### config.mk
export PLATFORM = sky130hd
export DESIGN_NAME = l2_cacheline_adaptor
export DESIGN_NICKNAME = d
export VERILOG_FILES = /design/src/rtl/l2_cache_pkg.sv /design/src/rtl/l2_line_shift_buffer.sv /design/src/rtl/l2_cacheline_adaptor.sv
export SDC_FILE = /design/constraint.sdc
export NUM_CORES = 1
export LEC_CHECK = 0
export BUFFER_PORTS_ARGS = -buffer_cell sky130_fd_sc_hd__clkbuf_2
export CAP_MARGIN = 20
export CORE_AREA = 2 2 303 305
export CTS_CLUSTER_SIZE = 14
export DETAILED_ROUTE_END_ITERATION = 7
export DIE_AREA = 0 0 305 307
export PLACE_DENSITY_LB_ADDON = 0.2
export SYNTH_ARGS = -nofsm -noshare
export SYNTH_HDL_FRONTEND = slang
export SYNTH_SLANG_ARGS = --single-unit
### constraint.sdc
create_clock -name clk -period 3.11 [get_ports clk]
set_input_delay 0.622 -clock clk [delete_from_list [all_inputs] [get_ports clk]]
set_output_delay 0.622 -clock clk [all_outputs]
set_load 0.05 [all_outputs]
### src/rtl/l2_cache_pkg.sv
// Shared types and constants for the L2 physical-memory side.
// Contents: line/beat geometry, line/beat/address typedefs, adaptor FSM
// state enum, and a line-alignment helper.
package l2_cache_pkg;

  localparam int unsigned LINE_W     = 256;
  localparam int unsigned BURST_W    = 64;
  localparam int unsigned ADDR_W     = 32;
  localparam int unsigned BEATS      = LINE_W / BURST_W;
  localparam int unsigned BEAT_IDX_W = $clog2(BEATS);
  localparam int unsigned OFFSET_W   = $clog2(LINE_W / 8);

  typedef logic [LINE_W-1:0]     line_t;
  typedef logic [BURST_W-1:0]    beat_t;
  typedef logic [BEAT_IDX_W-1:0] beat_idx_t;
  typedef logic [ADDR_W-1:0]     addr_t;

  typedef enum logic [1:0] {
    IDLE  = 2'd0,
    READ  = 2'd1,
    WRITE = 2'd2,
    DONE  = 2'd3
  } adaptor_state_t;

  // Clear the byte-offset-within-line bits.
  function automatic addr_t line_align(input addr_t a);
    return {a[ADDR_W-1:OFFSET_W], OFFSET_W'(0)};
  endfunction

endpackage

### src/rtl/l2_line_shift_buffer.sv
// One-line buffer addressed in BURST_W beats.
// Ports:
//   clk, rst_n        clock, async active-low reset (buffer clears to 0)
//   i_load, i_line    load a whole line (takes priority over a beat write)
//   i_beat_we         write i_beat_data into beat i_beat_idx
//   i_beat_idx        beat index for both write-in and read-out
//   i_beat_data       incoming beat
//   o_beat_c          current contents of beat i_beat_idx (combinational)
//   o_line_merge_c    buffer with this cycle's beat write already applied
module l2_line_shift_buffer
  import l2_cache_pkg::*;
(
  input  logic      clk,
  input  logic      rst_n,
  input  logic      i_load,
  input  line_t     i_line,
  input  logic      i_beat_we,
  input  beat_idx_t i_beat_idx,
  input  beat_t     i_beat_data,
  output beat_t     o_beat_c,
  output line_t     o_line_merge_c
);

  logic [BEATS-1:0][BURST_W-1:0] r_line;
  logic [BEATS-1:0][BURST_W-1:0] w_merge;

  // Next-line view: lets the owner capture a complete line on the last beat.
  always_comb begin
    w_merge = r_line;
    if (i_beat_we) begin
      w_merge[i_beat_idx] = i_beat_data;
    end
  end

  always_ff @(posedge clk or negedge rst_n) begin
    if (!rst_n) begin
      r_line <= '0;
    end else if (i_load) begin
      r_line <= i_line;
    end else if (i_beat_we) begin
      r_line <= w_merge;
    end
  end

  assign o_beat_c       = r_line[i_beat_idx];
  assign o_line_merge_c = line_t'(w_merge);

endmodule

### src/rtl/l2_cacheline_adaptor.sv
// Responder for L2 whole-line pmem requests; issues BEATS-beat bursts to
// main memory and returns a one-cycle pmem_resp when the line is done.
// Ports:
//   clk, rst_n                 clock, async active-low reset
//   pmem_read/pmem_write       L2 line request (held until pmem_resp)
//   pmem_address, pmem_wdata   L2 line address / write line
//   pmem_rdata, pmem_resp      assembled read line / completion pulse
//   mem_read/mem_write         burst request to memory
//   mem_address                line-aligned burst address
//   mem_wdata                  current write beat (combinational from counter)
//   mem_rdata, mem_resp        current read beat / per-beat acknowledge
//   rd_count, wr_count         completed line reads/writes
// Build option: define L2_CACHELINE_ADAPTOR_PERF_EN to build the line
// counters; otherwise rd_count/wr_count are tied to 0.
module l2_cacheline_adaptor
  import l2_cache_pkg::*;
(
  input  logic               clk,
  input  logic               rst_n,
  input  logic               pmem_read,
  input  logic               pmem_write,
  input  logic [ADDR_W-1:0]  pmem_address,
  input  logic [LINE_W-1:0]  pmem_wdata,
  output logic [LINE_W-1:0]  pmem_rdata,
  output logic               pmem_resp,
  output logic               mem_read,
  output logic               mem_write,
  output logic [ADDR_W-1:0]  mem_address,
  output logic [BURST_W-1:0] mem_wdata,
  input  logic [BURST_W-1:0] mem_rdata,
  input  logic               mem_resp,
  output logic [31:0]        rd_count,
  output logic [31:0]        wr_count
);

  adaptor_state_t r_state;
  beat_idx_t      r_beat;
  addr_t          r_addr;
  logic           r_mem_read;
  logic           r_mem_write;
  logic           r_pmem_resp;
  line_t          r_rdata;

  logic           w_load;
  logic           w_beat_we;
  logic           w_last;
  beat_t          w_beat;
  line_t          w_line_merge;

  assign w_load    = (r_state == IDLE) && pmem_write;
  assign w_beat_we = (r_state == READ) && mem_resp;
  assign w_last    = (r_beat == BEAT_IDX_W'(BEATS - 1));

  l2_line_shift_buffer u_buf (
    .clk            (clk),
    .rst_n          (rst_n),
    .i_load         (w_load),
    .i_line         (pmem_wdata),
    .i_beat_we      (w_beat_we),
    .i_beat_idx     (r_beat),
    .i_beat_data    (mem_rdata),
    .o_beat_c       (w_beat),
    .o_line_merge_c (w_line_merge)
  );

  // Adaptor FSM; write wins when both requests are high in IDLE.
  always_ff @(posedge clk or negedge rst_n) begin
    if (!rst_n) begin
      r_state     <= IDLE;
      r_beat      <= '0;
      r_addr      <= '0;
      r_mem_read  <= 1'b0;
      r_mem_write <= 1'b0;
      r_pmem_resp <= 1'b0;
      r_rdata     <= '0;
    end else begin
      r_pmem_resp <= 1'b0;
      case (r_state)
        IDLE: begin
          if (pmem_write) begin
            r_state     <= WRITE;
            r_mem_write <= 1'b1;
            r_addr      <= line_align(pmem_address);
            r_beat      <= '0;
          end else if (pmem_read) begin
            r_state    <= READ;
            r_mem_read <= 1'b1;
            r_addr     <= line_align(pmem_address);
            r_beat     <= '0;
          end
        end
        READ: begin
          if (mem_resp) begin
            r_beat <= BEAT_IDX_W'(r_beat + 1'b1);
            if (w_last) begin
              r_state     <= DONE;
              r_mem_read  <= 1'b0;
              r_pmem_resp <= 1'b1;
              // Capture including the beat arriving this cycle.
              r_rdata     <= w_line_merge;
            end
          end
        end
        WRITE: begin
          if (mem_resp) begin
            r_beat <= BEAT_IDX_W'(r_beat + 1'b1);
            if (w_last) begin
              r_state     <= DONE;
              r_mem_write <= 1'b0;
              r_pmem_resp <= 1'b1;
            end
          end
        end
        DONE: begin
          r_state <= IDLE;
        end
        default: begin
          r_state <= IDLE;
        end
      endcase
    end
  end

  assign pmem_rdata  = r_rdata;
  assign pmem_resp   = r_pmem_resp;
  assign mem_read    = r_mem_read;
  assign mem_write   = r_mem_write;
  assign mem_address = r_addr;
  assign mem_wdata   = (r_state == WRITE) ? w_beat : '0;

`ifdef L2_CACHELINE_ADAPTOR_PERF_EN
  logic        r_is_write;
  logic [31:0] r_rd_count;
  logic [31:0] r_wr_count;

  // Line counters bump on leaving DONE; r_is_write remembers the accepted kind.
  always_ff @(posedge clk or negedge rst_n) begin
    if (!rst_n) begin
      r_is_write <= 1'b0;
      r_rd_count <= '0;
      r_wr_count <= '0;
    end else begin
      if (r_state == IDLE) begin
        r_is_write <= pmem_write;
      end
      if (r_state == DONE) begin
        if (r_is_write) begin
          r_wr_count <= r_wr_count + 32'd1;
        end else begin
          r_rd_count <= r_rd_count + 32'd1;
        end
      end
    end
  end

  assign rd_count = r_rd_count;
  assign wr_count = r_wr_count;
`else
  assign rd_count = '0;
  assign wr_count = '0;
`endif

endmodule
==> key figures <==
Routing
  • Post-DR wirelength/cell: between 20 and 25 um
  • # DRC: 0
  • DRT Wirelength: between 80 and 90 mm
  • DR vias: 19300
  • Initial DRC Count: 1127
  • Drt first pass iters: 5
  • Via-per-instance ratio: about 4.6
  • Number of antenna-violating nets in the routed design: 0

Synthesis
  • FF+latch count, synth: around 550
  • Post-synthesis instance total: 2276
  • Netlist cell types: 34
  • Avg Inst Size Synth: 10.9 um2
  • Yosys warning count: 0
  • Cell Area, Synth: between 20000 and 25000 um2
  • Post-synthesis sequential area ratio: 0.551

Flow run
  • Max-cap viol count: 0

STA
  • Max_slew headroom: 0.483
  • Setup tns final: 0 ps
  • RSZ-0062 raised after global routing: true
  • Period utilization: 0.973
  • Setup Skew: 26.3 ps
  • Endpoints failing setup: 0
  • Slew Limit Fails: 0
  • Slew @ Worst Pin: 776 ps
  • Max Freq: between 300 and 400 MHz
  • Min Tclk post-route: 3030 ps
  • Fin. Hold Viols: 0

Setup path
  • FF-to-FF Start: r_beat[0]$_DFFE_PN0P_
  • Crit. Startpoint: r_beat[0]$_DFFE_PN0P_
  • CP max stage delay: between 500 and 600 ps
  • Cell class contributing the biggest share of worst-path delay: buffers and inverters
  • Arrival @ worst endpoint: between 2000 and 2500 ps
  • CP Data Required Time: 2490 ps
  • Setup slack, reg-to-reg: 680 ps
  • Critical Path Sink Type: output pin
  • Largest fanout on the critical path: 14
  • Slowest cell on the critical path: dfrtp_4
  • Kind of critical path: reg2out
  • CP Buf/Inv Count: 2
  • Crit path cell chain: bufbuf_16 > mux4_2 > and2_1 > clkbuf_2
  • Critical path launch point type: flop

Global route
  • First-pass GRT wire length: about 130 mm
  • Gr usage total: 0.188
  • Total congestion overflow: 0
  • Initial antenna violation count: 10
  • Largest net degree at the start of global routing: 141
  • Vias in the first global route: 19800

Cells and area
  • Layout cells sized above 1: 0.327
  • Commonest non-fill, non-tap cell in the layout: clkbuf_2
  • Final #Nets: 3332
  • Finished Layout Cells: 4200
  • Layout area overhead: 28.8%
  • Most frequent cells in the layout: clkbuf_2, dfrtp_1, a21oi_1, nor2_1
  • Final core utilization: 0.352

Clocking
  • Clock-pin slew on the worst setup and hold paths: 60 ps
  • Sink Count: 546
  • H-tree level count: 3
  • Worst-Skew Late Latency: 600 ps
  • CTS tree: yes
  • Clock buffer count from CTS: 66
  • Max Root-Sink Buffers: 3
  • Root Buffer: clkbuf_16
  • Cts hold-fix bufs: 0

Floorplanning
  • I/O Pins: approximately 780
  • Site row count: 111
  • Core box area: 90700 um2
  • Initial core utilization: 0.273
  • Die Wd: 305 um
  • Die Y: 307 um
  • Die area: 93600 um2

Pwr
  • Leakage Power: 16.7 nW
  • Max VDD drop: 630 uV
  • Power Dens Cells: roughly 1300 nW/um2
  • Final Total Pwr: between 40 and 50 mW

Worst hold path
  • Class of the worst hold path: in2async

Placement
  • DP Cell Count: 4070
  • I/O Buffers: 701
  • DP HPWL: 64.3 mm
  • Gp weighted congestion: ~0.84

Outcome
  • Outcome: complete, no violations
==> stage by stage <==
stage	cell area, um2	hold slack [ps]	setup slack (ps)
global placement	29600	463	520
finish	31900	80.5	83.8
floorplan	25000	326	886
CTS	31800	56.1	-2.18
global route	31900	96.9	-2.82
detailed placement	29600	469	536
==> final timing paths <==
check                      cells past startpoint                       endpoint
min reg2reg                                    2     pmem_rdata[99]$_DFFE_PN0P_
max in group asynchronous                      2  u_buf.r_line[139]$_DFFE_PN0P_
min in group clk                               2    mem_address[10]$_DFFE_PN0P_
max                                            4                   mem_wdata[8]
max reg2reg                                    7    pmem_rdata[173]$_DFFE_PN0P_
min                                            1   u_buf.r_line[19]$_DFFE_PN0P_
==> synthesized netlist by cell type (all sizes together) <==
library cell,number,share of area
nor3b,2,0.00061
nand2b,4,0.0010
nand3,10,0.0022
nor2,259,0.039
o221ai,1,0.00035
nor2b,2,0.00050
nand4,2,0.00050
conb,1,0.00015
ha,10,0.0050
clkbuf,73,0.011
inv,4,0.00061
and2,64,0.016
nor3,1,0.00020
o21a,1,0.00030
mux4,64,0.058
a21oi,261,0.053
mux2,28,0.013
mux2i,256,0.10
a21bo,1,0.00040
nand2,257,0.039
and3,3,0.00076
o21ai,260,0.053
buf,164,0.050
o2bb2ai,2,0.00071
dfrtp,546,0.55
==> state kept, by name, indices dropped and copies added, names as in the netlist <==
register and flops:
pmem_rdata 256, mem_read 1, mem_write 1, mem_address 27, r_state 2, r_beat 2
pmem_resp 1, u_buf.r_line 256
==> per-layer routing <==
metal | vias to the layer above | part of all wire | track usage
li1 | 9079 | - | -
met1 | 9576 | 0.43 | 0.248
met2 | 532 | 0.49 | 0.313
met3 | 122 | 0.048 | 0.0340
met4 | 4 | 0.027 | 0.0592
met5 | - | 0.00030 | 0
==> cell type report <==
type	instances	area, um2
repair buffers	790	4770
fillers	9370	58800
well taps	1186	1480
clock inverters	12	158
flip-flops and latches	546	13700
multi-input cells	1557	9930
diodes	6	15.0
clock buffers	99	1900
inverters	4	15.0
==> worst register-to-register path: stages, from the launching register on <==
cell and delay, ps:
dfrtp_4 510, bufbuf_16 370, ha_1 370, nand3_4 340, buf_12 290, buf_4 240
nand2_1 90, o21ai_0 80
==> where the power goes <==
part	internal, mW	total, mW	switching [mW]
logic	6.10	21.2	15.1
registers	10.6	12.7	2.03
clock network	4.38	7.51	3.13
==> repair_timing <==
action / 4_1_cts / 5_1_grt
pin swaps: 1 / 0
setup buffers: 6 / 6
setup endpoints to repair: 43 / 20
gates cloned: 1 / 0
hold endpoints to repair: 0 / 0
resized for setup: 23 / 12
==> logic make-up after synthesis <==
family	count (synthesis)	synth area share
other	1	0.000151
AND/OR/NAND/NOR	604	0.100
buffers and inverters	241	0.0619
flip-flops	546	0.551
adder cells (fa/ha/maj)	10	0.00505
AO/OA/AOI/OAI	526	0.107
multiplexers	348	0.174
Note: power is estimated with default switching activity, not from simulation.
